==> src/rtl/nor_test_sequencer_pkg.sv <==
// ---------------------------------------------------------------------------
// nor_test_sequencer_pkg
//
// Shared definitions for the NOR gate test sequencer and the gate sequencers
// that will follow it:
//   - seq_state_e : sequencer FSM states (IDLE=0, SETTLE=1, SAMPLE=2, DONE=3)
//   - NUM_VEC     : number of input vectors swept (all combinations of a,b)
//   - VEC_W/ERR_W : widths of the vector index and the mismatch counter
//   - nor_expected: reference value of a 2-input NOR for a given {a,b}
// ---------------------------------------------------------------------------
package nor_test_sequencer_pkg;

    typedef enum logic [1:0] {
        ST_IDLE   = 2'd0,
        ST_SETTLE = 2'd1,
        ST_SAMPLE = 2'd2,
        ST_DONE   = 2'd3
    } seq_state_e;

    localparam int NUM_VEC = 4;
    localparam int VEC_W   = 2;
    // Counter must hold 0..NUM_VEC, so one bit more than the vector index.
    localparam int ERR_W   = 3;

    function automatic logic nor_expected(input logic [VEC_W-1:0] v);
        return ~(v[1] | v[0]);
    endfunction

endpackage

==> src/rtl/nor_test_sequencer_settle_timer.sv <==
// ---------------------------------------------------------------------------
// settle_timer
//
// Parameterised settle counter. `load` restarts a settle interval, `en`
// advances it by one cycle, and `expire` is high during the last cycle of
// an interval of LIMIT cycles (i.e. on the LIMIT-th enabled cycle after a
// load). COUNT_DOWN selects whether the internal count runs LIMIT-1 -> 0 or
// 0 -> LIMIT-1; the observable behaviour of `expire` is the same.
//
// Ports:
//   clk    in  clock, rising edge
//   rst    in  synchronous active-high reset
//   load   in  start a new interval (priority over en)
//   en     in  advance the interval by one cycle
//   expire out last cycle of the current interval
// ---------------------------------------------------------------------------
module settle_timer #(
    parameter int LIMIT      = 1,
    parameter bit COUNT_DOWN = 1'b0,
    parameter int CNT_W      = $clog2(LIMIT + 1)
) (
    input  logic clk,
    input  logic rst,
    input  logic load,
    input  logic en,
    output logic expire
);

    localparam logic [CNT_W-1:0] LAST = CNT_W'(LIMIT - 1);

    logic [CNT_W-1:0] scnt_q;
    logic [CNT_W-1:0] scnt_d;

    generate
        if (COUNT_DOWN) begin : g_down
            always_comb begin
                scnt_d = scnt_q;
                if (load) begin
                    scnt_d = LAST;
                end else if (en && (scnt_q != '0)) begin
                    scnt_d = scnt_q - 1'b1;
                end
            end
            assign expire = (scnt_q == '0);
        end else begin : g_up
            always_comb begin
                scnt_d = scnt_q;
                if (load) begin
                    scnt_d = '0;
                end else if (en && (scnt_q != LAST)) begin
                    scnt_d = scnt_q + 1'b1;
                end
            end
            assign expire = (scnt_q == LAST);
        end
    endgenerate

    always_ff @(posedge clk) begin
        if (rst) begin
            scnt_q <= '0;
        end else begin
            scnt_q <= scnt_d;
        end
    end

endmodule

==> src/rtl/nor_test_sequencer.sv <==
// ---------------------------------------------------------------------------
// nor_test_sequencer
//
// Self-checking stimulus controller for a 2-input NOR gate. A `start` in
// IDLE sweeps {a,b} through 00,01,10,11; each vector is held for
// SETTLE_CYCLES cycles (SETTLE) and then the gate output is compared with
// the expected NOR value for one cycle (SAMPLE). After the last vector a
// one-cycle DONE reports the result. Results persist until the next
// accepted start or reset.
//
// Parameters:
//   SETTLE_CYCLES  cycles each vector is held before sampling (>= 1)
//
// Ports:
//   clk        in   clock, rising edge
//   rst        in   synchronous active-high reset
//   start      in   begin a sweep (IDLE only; abort in the same cycle wins)
//   abort      in   cancel a sweep, any state
//   dut_a      out  gate input a (registered)
//   dut_b      out  gate input b (registered)
//   dut_y      in   gate output
//   busy       out  high in SETTLE and SAMPLE
//   done       out  one-cycle pulse on sweep completion
//   pass       out  last completed sweep had zero mismatches
//   err_count  out  mismatches in the last/current sweep (0..4)
//   fail_vec   out  {a,b} of the first mismatch
//   fail_valid out  fail_vec holds a captured mismatch
// ---------------------------------------------------------------------------
module nor_test_sequencer
    import nor_test_sequencer_pkg::*;
#(
    parameter int SETTLE_CYCLES = 1
) (
    input  logic             clk,
    input  logic             rst,
    input  logic             start,
    input  logic             abort,
    output logic             dut_a,
    output logic             dut_b,
    input  logic             dut_y,
    output logic             busy,
    output logic             done,
    output logic             pass,
    output logic [ERR_W-1:0] err_count,
    output logic [VEC_W-1:0] fail_vec,
    output logic             fail_valid
);

    localparam logic [VEC_W-1:0] LAST_VEC = VEC_W'(NUM_VEC - 1);

    seq_state_e       state_q,      state_d;
    logic [VEC_W-1:0] vec_q,        vec_d;
    logic [VEC_W-1:0] dut_ab_q,     dut_ab_d;
    logic [ERR_W-1:0] err_count_q,  err_count_d;
    logic [VEC_W-1:0] fail_vec_q,   fail_vec_d;
    logic             fail_valid_q, fail_valid_d;
    logic             pass_q,       pass_d;

    logic timer_load;
    logic timer_en;
    logic timer_expire;

    settle_timer #(
        .LIMIT      (SETTLE_CYCLES),
        .COUNT_DOWN (1'b0)
    ) u_settle_timer (
        .clk    (clk),
        .rst    (rst),
        .load   (timer_load),
        .en     (timer_en),
        .expire (timer_expire)
    );

    always_comb begin
        state_d      = state_q;
        vec_d        = vec_q;
        err_count_d  = err_count_q;
        fail_vec_d   = fail_vec_q;
        fail_valid_d = fail_valid_q;
        pass_d       = pass_q;
        timer_load   = 1'b0;
        timer_en     = 1'b0;

        case (state_q)
            ST_IDLE: begin
                if (start && !abort) begin
                    vec_d        = '0;
                    err_count_d  = '0;
                    fail_valid_d = 1'b0;
                    pass_d       = 1'b0;
                    timer_load   = 1'b1;
                    state_d      = ST_SETTLE;
                end
            end

            ST_SETTLE: begin
                if (abort) begin
                    pass_d  = 1'b0;
                    state_d = ST_IDLE;
                end else begin
                    timer_en = 1'b1;
                    if (timer_expire) begin
                        state_d = ST_SAMPLE;
                    end
                end
            end

            ST_SAMPLE: begin
                // An aborted sample is discarded, mismatch or not.
                if (abort) begin
                    pass_d  = 1'b0;
                    state_d = ST_IDLE;
                end else begin
                    if (dut_y != nor_expected(vec_q)) begin
                        err_count_d = err_count_q + 1'b1;
                        if (!fail_valid_q) begin
                            fail_vec_d   = vec_q;
                            fail_valid_d = 1'b1;
                        end
                    end
                    if (vec_q == LAST_VEC) begin
                        state_d = ST_DONE;
                    end else begin
                        vec_d      = vec_q + 1'b1;
                        timer_load = 1'b1;
                        state_d    = ST_SETTLE;
                    end
                end
            end

            ST_DONE: begin
                pass_d  = abort ? 1'b0 : (err_count_q == '0);
                state_d = ST_IDLE;
            end

            default: begin
                state_d = ST_IDLE;
            end
        endcase

        // Gate inputs are registered: they follow the vector of the state
        // being entered, and idle at 00 outside the sweep.
        if ((state_d == ST_SETTLE) || (state_d == ST_SAMPLE)) begin
            dut_ab_d = vec_d;
        end else begin
            dut_ab_d = '0;
        end
    end

    always_ff @(posedge clk) begin
        if (rst) begin
            state_q      <= ST_IDLE;
            vec_q        <= '0;
            dut_ab_q     <= '0;
            err_count_q  <= '0;
            fail_vec_q   <= '0;
            fail_valid_q <= 1'b0;
            pass_q       <= 1'b0;
        end else begin
            state_q      <= state_d;
            vec_q        <= vec_d;
            dut_ab_q     <= dut_ab_d;
            err_count_q  <= err_count_d;
            fail_vec_q   <= fail_vec_d;
            fail_valid_q <= fail_valid_d;
            pass_q       <= pass_d;
        end
    end

    assign dut_a      = dut_ab_q[1];
    assign dut_b      = dut_ab_q[0];
    assign busy       = (state_q == ST_SETTLE) || (state_q == ST_SAMPLE);
    // An abort arriving in DONE suppresses the completion pulse.
    assign done       = (state_q == ST_DONE) && !abort;
    assign pass       = pass_q;
    assign err_count  = err_count_q;
    assign fail_vec   = fail_vec_q;
    assign fail_valid = fail_valid_q;

endmodule

==> config.mk <==
export PLATFORM = sky130hd
export DESIGN_NAME = nor_test_sequencer
export DESIGN_NICKNAME = d
export VERILOG_FILES = /design/src/rtl/nor_test_sequencer_pkg.sv /design/src/rtl/nor_test_sequencer_settle_timer.sv /design/src/rtl/nor_test_sequencer.sv
export SDC_FILE = /design/constraint.sdc
export NUM_CORES = 1
export LEC_CHECK = 0
export ABC_AREA = 1
export CAP_MARGIN = 20
export CORE_MARGIN = 2
export CORE_UTILIZATION = 52
export CTS_BUF_LIST = sky130_fd_sc_hd__clkbuf_8
export DETAILED_ROUTE_END_ITERATION = 8
export PLACE_DENSITY_LB_ADDON = 0.15
export SLEW_MARGIN = 5
export SYNTH_ARGS = -nofsm -noshare
export SYNTH_HDL_FRONTEND = slang
export SYNTH_SLANG_ARGS = --single-unit
==> constraint.sdc <==
create_clock -name clk -period 1.75 [get_ports clk]
set_clock_uncertainty 0.2 [all_clocks]
set_input_delay 0.4375 -clock clk [delete_from_list [all_inputs] [get_ports clk]]
set_output_delay 0.4375 -clock clk [all_outputs]
set_load 0.01 [all_outputs]
Yosys cells after proc, flatten, opt, wreduce, memory -nomap -nowiden
Cells that the tools add are included.

Register bits after elaboration: 14. Output and inout port bits: 11. Bits of input ports: 5. Logic and storage cells: 69.

Reductions and logical operators: 15. Eq/ne operators: 11. Mux-type cells: 27. Add/sub/neg operators: 3. Bitwise operators: 5.

Operators with widths (count): two-way mux 2 bit (8); two-way mux 1 bit (10); two-way mux 3 bit (3); equality test 2 bit, second input constant (4); one-hot mux 2 bit (4 select lines) (1); AND reduction 4 bit (2); inequality test 2 bit, second input constant (3); one-hot mux 3 bit (2 select lines) (1); OR reduction 2 bit (3); equality test 2 x 1 -> 1 bit, second input constant (2); NOT 1 bit (4); one-hot mux 1 bit (2 select lines) (2); one-hot mux 2 bit (2 select lines) (1); adder 3 x 1 -> 3 bit, second input constant (1); logical AND 1 bit (3); zero test 3 bit (1); one-hot mux 1 bit (3 select lines) (1); adder 2 x 1 -> 2 bit, second input constant (1); zero test 2 bit (1); logical OR 1 bit (2); inequality test 2 x 1 -> 1 bit, second input constant (1); AND reduction 2 bit (1); nonzero test 2 bit (1); adder 1 bit, second input constant (1); 3 further kinds (3).

Logic depth before layout (Yosys ltp)
Gate-level depths: netlist of the first run.

Depth in word-level cells: 8. Gate-level depth with buffers: 11. Depth with buffers taken out: 11.

Hierarchy
A second synthesis of the first run with hierarchy kept.

Cell total of the unflattened synthesis: 117. Area total of the unflattened synthesis: 812.0 um^2.

Modules (own cells, without submodules): nor_test_sequencer (instances 1, cells an instance 109, seq. area each 260.2 um^2, area each 765.7 um^2); settle_timer (instances 1, cells an instance 8, seq. area each 20.0 um^2, area each 46.3 um^2).

Worst setup path after synthesis of the first run
Ideal clock, no wire load.

Path type: register to register. Start point: register state_q[0]. End point: register dut_ab_q[1]. Required time: 1.428 ns. Library setup time: 0.122 ns. Slack: 0.173 ns. Buffers on the path: 0. Data arrival time: 1.256 ns. Cell stages (with the launch flop): 12. Period minus slack after synthesis: 1.577 ns. Path through: dfxtp_1 -> inv_1 -> ha_1 -> inv_2 -> nor2_4 -> nand2_2 -> nand2_2 -> nand2_2 -> nand2_1 -> nand2_1 -> nand3_2 -> nor2_1.

Longest elaborated chain between the ends: 7. Elaborated cells on any way between the ends: 14. Classes of those cells: eq/ne: 5; mux: 5; bitwise: 1; reduce/logical: 3.

RTL lines: start: declaration (RTL line nor_test_sequencer.sv:51) `seq_state_e state_q, state_d;`; start signal: assignment (RTL line nor_test_sequencer.sv:160) `state_q <= state_d;`; two-way mux 2 bit (RTL line nor_test_sequencer.sv:102) `if (timer_expire) begin`; two-way mux 2 bit (RTL line nor_test_sequencer.sv:97) `if (abort) begin`; one-hot mux 2 bit (4 select lines) (RTL line nor_test_sequencer.sv:84) `case (state_q)`; equality test 2 x 1 -> 1 bit / equality test 2 bit (equally long branches) (RTL line nor_test_sequencer.sv:143) `if ((state_d == ST_SETTLE) || (state_d == ST_SAMPLE)) begin`; logical OR 1 bit (RTL line nor_test_sequencer.sv:143); NOT 1 bit (no line); OR reduction 2 bit (no line); end signal: assignment (RTL line nor_test_sequencer.sv:162) `dut_ab_q <= dut_ab_d;`; end: declaration (RTL line nor_test_sequencer.sv:53) `logic [VEC_W-1:0] dut_ab_q, dut_ab_d;`.

Several ways; a longest one is shown, not always the timed one. A chain may end at the register's enable or synchronous reset.

Worst setup path in the final report of the first run
Start point: register fail_vec_q[1], in the netlist fail_vec[1]. End point: output port fail_vec[1].

RTL lines: start: declaration (RTL line nor_test_sequencer.sv:55) `logic [VEC_W-1:0] fail_vec_q, fail_vec_d;`; start signal: assignment (RTL line nor_test_sequencer.sv:164) `fail_vec_q <= fail_vec_d;`; end: declaration (RTL line nor_test_sequencer.sv:45) `output logic [VEC_W-1:0] fail_vec,`.

No word-level cell between the ends.

==> metrics.md, run 1 <==
| Metric | Value |
|---|---|
| Top Layer Used | met4 |
| Full die area | 1900 um^2 |
| Core box area | 1490 um^2 |
| Final Cell Area | 1160 um^2 |
| Slew HR | 75.4% |
| WP buf/inv | 1 |
| Post-synthesis register bit count | 14 |
| Fin. Hold Viols | 0 |
| Final Max Slew Viols | 0 |
| Top-Level Pins | 16 |
| Setup CP Type | reg -> out |
| RSZ-0062 raised after global routing | false |
| Yosys cell types | 22 |
| Syn Inst Count | 112 |
| Clock tree buffer depth | 2 |
| First-pass GRT wire length | 3.26 mm |
| WL met3 | 88 um |
| Initial DRC Count | 12 |
| Commonest non-fill, non-tap cell in the layout | nand2_1 |
| Power per cell area | 725 nW/um^2 |
| Antenna cells | 0 |
| Hold endpoint | fail_valid |
| GPL Wtd Cong | 0.832 |
| Pre-CTS WS | -0.416 ns |
| Delay-heaviest family, CP | buffers and inverters |
| Worst Tran Pin Value | 0.359 ns |
| Worst-Skew Late Latency | 0.24 ns |
| Setup crit start | fail_vec[1] |
| Worst-case reg-to-reg path depth | 12 |
| Largest net degree at the start of global routing | 10 |
| Min-Delay Path Depth | 2 |
| Crit path capture type | output port |
| Layout Cells excl Fill | 160 |
| Syn Area/Cell | 7.27 um^2 |
| Gr ovfl total | 0 |
| Hold Startpoint | fail_valid |
| Most frequent cells in the layout | nand2_1, nor2_1, buf_4 |
| Syn nets | 123 |
| Hold WC Path Type | reg -> reg |
| CP cell instances | clkdlybuf4s50_1 |
| Final nets | 157 |
| Slowest stage delay, CP | 0.53 ns |
| Max-cap violation count | 0 |
| # setup viols final | 0 |
| Minimum clock period after layout | 1.74 ns |
| Hpwl dp | 1.47 mm |
| Critical R2R Launch | state_q[0] |
| WL final | 2.08 mm |
| Clk sinks | 14 |
| WP data required | 1.11 ns |
| Synth warn | 0 |
| Maximum vdd ir drop | 0.554 mV |
| Wl on met1 | 884 um |
| Total GRT Usage | 22.8% |
| Post-Place Cell Area | 1080 um^2 |
| Layout area overhead | 42.5% |
| # hold bufs at CTS | 0 |
| Die Span X | 43.6 um |
| Tcrit/Tclk final | 99.2% |
| Slowest-stage cell, CP | clkdlybuf4s50_1 |
| Seq/Total Area, Yosys | 34.4% |
| CTS tree | built |
| Worst path arrival time | 1.10 ns |
| DRC Markers | 0 |
| Status | completed |
| Met2 WL post-DR | 1.05 mm |
| Share of layout cells above drive strength 1 | 31.9% |
| Via count | 842 |
| Leakage dissipation | 0.572 nW |
| DR WL/cell | 13.0 um |
| Clock Tree Root | clkbuf_8 |
| Post-DRT Antenna Nets | 0 |
| Worst-path clk slew | 0.06 ns |
| Die Span Y | 43.6 um |
| FMAX | 0.576 GHz |
| Router iterations before antenna repair | 4 |
| Placed cells | 156 |
| Mapped cell area | 815 um^2 |
| H-tree levels | 1 |
| Fin util | 78.0% |
| Initial antenna violation count | 0 |
| RR Endpoint | dut_ab_q[0] |
| Num CTS Buffers | 3 |
| Vias in the first global route | 805 |
| Startpoint Class | flip-flop |
| Fillers | 111 |
| Setup ws final | 0.0148 ns |
| Initial Utilization | 54.7% |
| Worst reg2reg setup slack | 0.11 ns |
| Crit path max fanout | 2 |
| # port buffers | 15 |
| Vias per cell | 5.26 |
| Num rows | 14 |
cell families after synthesis:
kind of cell / synth area share [%]
DFF: 34.4
AOI/OAI and AO/OA: 9.37
xor gates and xnor gates: 1.08
buffers and inverters: 8.14
adders and majority gates: 9.22
and+or+nand+nor: 37.8
worst register-to-register path, cell delays in order (launching register included):
cell and delay (ns):
dfxtp_2 0.33, inv_2 0.07, buf_4 0.13, ha_4 0.14, inv_2 0.05, nor2_4 0.16, nand2_2 0.07, nand2_2 0.08
nand2_2 0.07, nand2_1 0.06, nand2_1 0.06, nand3_2 0.06, nor2_1 0.04
metrics by stage:
stage / power (W) / hold slack [ns] / TNS [ns]
final: 0.000842 / 0.275 / 0
after global routing: 0.000880 / 0.313 / 0
after CTS: 0.000828 / 0.276 / 0
after detailed placement: 0.000569 / 0.268 / -3.28
after global placement: 0.000562 / 0.254 / -2.54
after floorplan: 0.000475 / 0.250 / 0
repair_timing:
action	4_1_cts	5_1_grt
pin swaps	2	1
buffers inserted	0	1
setup endpoints to repair	8	9
gates resized for setup	18	8
hold endpoints to repair	0	0
cell usage after synthesis, drive strengths merged:
library cell | instances | area, um^2
nand4 | 1 | 6.26
nor2 | 17 | 73.8
xnor2 | 1 | 8.76
dfxtp | 14 | 280
nand3 | 9 | 60.1
nor3 | 2 | 10.0
buf | 1 | 7.51
nand2 | 32 | 158
ha | 6 | 75.1
o21ai | 4 | 20.0
o21bai | 1 | 7.51
a21oi | 8 | 40.0
a2111oi | 1 | 8.76
inv | 15 | 58.8
cell type report:
type | count | area, um^2 | share of cell area (%)
Multi-Input combinational cell | 82 | 500 | 43.1
Sequential cell | 14 | 283 | 24.4
Timing Repair Buffer | 30 | 255 | 22.0
Inverter | 15 | 61.3 | 5.28
Clock buffer | 3 | 41.3 | 3.56
Tap cell | 16 | 20.0 | 1.72
registers in the layout (all words and copies together) (netlist names):
register / flops
err_count: 3
dut_ab_q: 2
fail_vec: 2
state_q: 2
vec_q: 2
fail_valid: 1
pass: 1
u_settle_timer.scnt_q: 1
report_power, final:
group          leakage, nW  total (W)  internal (W)  switching (W)
Combinational        0.437   0.000243      0.000113       0.000130
Clock               0.0216   0.000263      0.000152       0.000111
Sequential           0.114   0.000335      0.000329     0.00000621
Total                0.572   0.000842      0.000594       0.000247
how the worst max path moves through the flow:
stage	to	slack [ns]	cells after the start
6_report	fail_vec[1]	0.01	1
5_1_grt	fail_vec[1]	0.0004	1
4_1_cts	fail_vec[0]	0.003	1
3_5_place_dp	done	-0.42	3
3_3_place_gp	done	-0.38	3
2_1_floorplan	dut_ab_q[1]	0.17	11
layer usage:
metal | vias up | GRT usage (%)
met1 | 391 | 26.7
met2 | 23 | 41.5
met4 | 0 | 9.70
met5 | - | 0
li1 | 421 | -
met3 | 7 | 2.50
Power figures use the tool's default switching activity.
==> run 2: changes to the inputs <==
--- a/config.mk
+++ b/config.mk
@@ -11,7 +11,7 @@
 export CORE_UTILIZATION = 52
 export CTS_BUF_LIST = sky130_fd_sc_hd__clkbuf_8
 export DETAILED_ROUTE_END_ITERATION = 8
-export PLACE_DENSITY_LB_ADDON = 0.15
+export PLACE_DENSITY = 0.8
 export SLEW_MARGIN = 5
 export SYNTH_ARGS = -nofsm -noshare
 export SYNTH_HDL_FRONTEND = slang
==> run 2 against run 1 <==
- core utilization rose by 1.3 points
- hold slack lost 0.0073 ns
- die area unchanged
- sequential share of layout area fell by 0.41 points
- critical endpoint is now dut_a
- wire length decreased by 6.2%
- clock power about the same
- highest routed layer unchanged
- first-iteration DRC count fell by 42%
==> metrics.md, run 2 (synthesis gave the netlist of run 1 again) <==
| Metric | Value |
|---|---|
| Placed cells | 157 |
| Full die area | 1900 um^2 |
| Clock Tree Root | clkbuf_8 |
| Gr ovfl total | 0 |
| Die Span Y | 43.6 um |
| Final Max Slew Viols | 0 |
| Status | completed |
| Crit path max fanout | 1 |
| WL final | 1.95 mm |
| Total GRT Usage | 21.9% |
| Startpoint Class | flip-flop |
| Overall Power | 0.000843 W |
| Setup TNS Final | 0 ns |
| First-pass GRT wire length | 3.13 mm |
| Layout Cells excl Fill | 162 |
| # setup viols final | 0 |
| DRC Markers | 0 |
| Worst-path clk slew | 0.06 ns |
| Delay-heaviest family, CP | buffers and inverters |
| Hpwl dp | 1.45 mm |
| Vias per cell | 5.12 |
| Slowest-stage cell, CP | clkdlybuf4s50_1 |
| Minimum clock period after layout | 1.71 ns |
| Num rows | 14 |
| GPL Wtd Cong | 0.863 |
| Clock power share | 31.2% |
| Clock tree buffer depth | 2 |
| Internal | 0.000595 W |
| Maximum vdd ir drop | 0.550 mV |
| # hold bufs at CTS | 0 |
| Worst path arrival time | 1.07 ns |
| Via count | 829 |
| Tcrit/Tclk final | 97.8% |
| Worst-Skew Late Latency | 0.25 ns |
| Initial DRC Count | 7 |
| Power per cell area | 713 nW/um^2 |
| Switching share of total power | 29.4% |
| Commonest non-fill, non-tap cell in the layout | nand2_1 |
| Router iterations before antenna repair | 6 |
| Die Span X | 43.6 um |
| Worst Tran Pin Value | 0.308 ns |
| Initial antenna violation count | 0 |
| Slew HR | 78.9% |
| WP data required | 1.11 ns |
| Share of layout cells above drive strength 1 | 33.6% |
| Setup CP Type | reg -> out |
| Antenna cells | 0 |
| Final nets | 159 |
| Most frequent cells in the layout | nand2_1, buf_4, nor2_1 |
| Setup ws final | 0.0385 ns |
| Max-cap violation count | 0 |
| DR WL/cell | 12.0 um |
| Layout area overhead | 45.0% |
| CTS tree | built |
| Clk sinks | 14 |
| Slowest stage delay, CP | 0.52 ns |
| Fillers | 105 |
| Top-Level Pins | 16 |
| Initial Utilization | 54.7% |
| Hold WC Path Type | reg -> reg |
| Reg power frac | 39.7% |
| WP buf/inv | 1 |
| Vias in the first global route | 756 |
| Hold slack | 0.268 ns |
| Post-DRT Antenna Nets | 0 |
| Core box area | 1490 um^2 |
| Num CTS Buffers | 3 |
| CP cell instances | clkdlybuf4s50_1 |
| Leakage dissipation | 0.592 nW |
| Pre-CTS WS | -0.403 ns |
| Crit path capture type | output port |
| Max reg flops | 3 |
| Gate power share | 29.1% |
| # port buffers | 15 |
| FMAX | 0.584 GHz |
| H-tree levels | 1 |
| Net switching power | 0.000247 W |
| RSZ-0062 raised after global routing | false |
| Fin. Hold Viols | 0 |
| Largest net degree at the start of global routing | 10 |
==> run 2: cell count changes in the layout (fill, tap and decap cells not counted), sizes merged <==
| cell | previous run | this run |
|---|---|---|
| clkdlybuf4s50 | 6 | 5 |
| dlymetal6s2s | 2 | 3 |
| buf | 17 | 19 |
==> run 2: final timing paths <==
check                                 start     endpoint  slack (ns)  cells past startpoint
worst min register to register  fail_vec[0]  fail_vec[0]        0.27                      2
worst min-delay path            fail_vec[0]  fail_vec[0]        0.27                      2
worst max-delay path            dut_ab_q[1]        dut_a        0.04                      1
worst max register to register   state_q[0]  dut_ab_q[1]        0.11                     12
==> run 2: layout make-up <==
class	instances	area [um^2]	area share (%)
well taps	16	20.0	1.69
clock buffers	3	41.3	3.50
multi-input cells	82	497	42.1
repair buffers	32	279	23.6
flip-flops and latches	14	283	23.9
inverters	15	61.3	5.19
==> run 2: metal layers <==
metal | vias to the layer above | GRT usage, % | routed length [um]
met5 | - | 0 | 0
met1 | 383 | 25.3 | 807
met3 | 2 | 3.33 | 102
li1 | 420 | - | -
met4 | 0 | 10.9 | 17
met2 | 24 | 38.5 | 1020
==> run 2: metrics by stage <==
step	utilization [%]	area, um^2
after floorplan	-	815
after global placement	73.2	1090
after detailed placement	73.2	1090
after CTS	75.3	1120
after global routing	79.3	1180
final	79.3	1180
==> run 2: worst min-delay path: stages, from the launching register on <==
cell and delay [ns]:
dfxtp_1 0.31, nand2_1 0.06, a21oi_1 0.05
==> run 2: power by group through the flow <==
stage | Sequential (W) | Combinational [W] | Clock (W)
floorplan | 0.000342 | 0.000132 | 0
detailed placement | 0.000341 | 0.000231 | 0
global placement | 0.000340 | 0.000223 | 0
finish | 0.000334 | 0.000245 | 0.000263
CTS | 0.000335 | 0.000227 | 0.000263
global route | 0.000336 | 0.000269 | 0.000270
==> run 2: timing repair <==
item	4_1_cts	5_1_grt
gates resized for setup	16	13
setup endpoints to repair	8	16
setup buffers	0	2
pin swaps	1	5
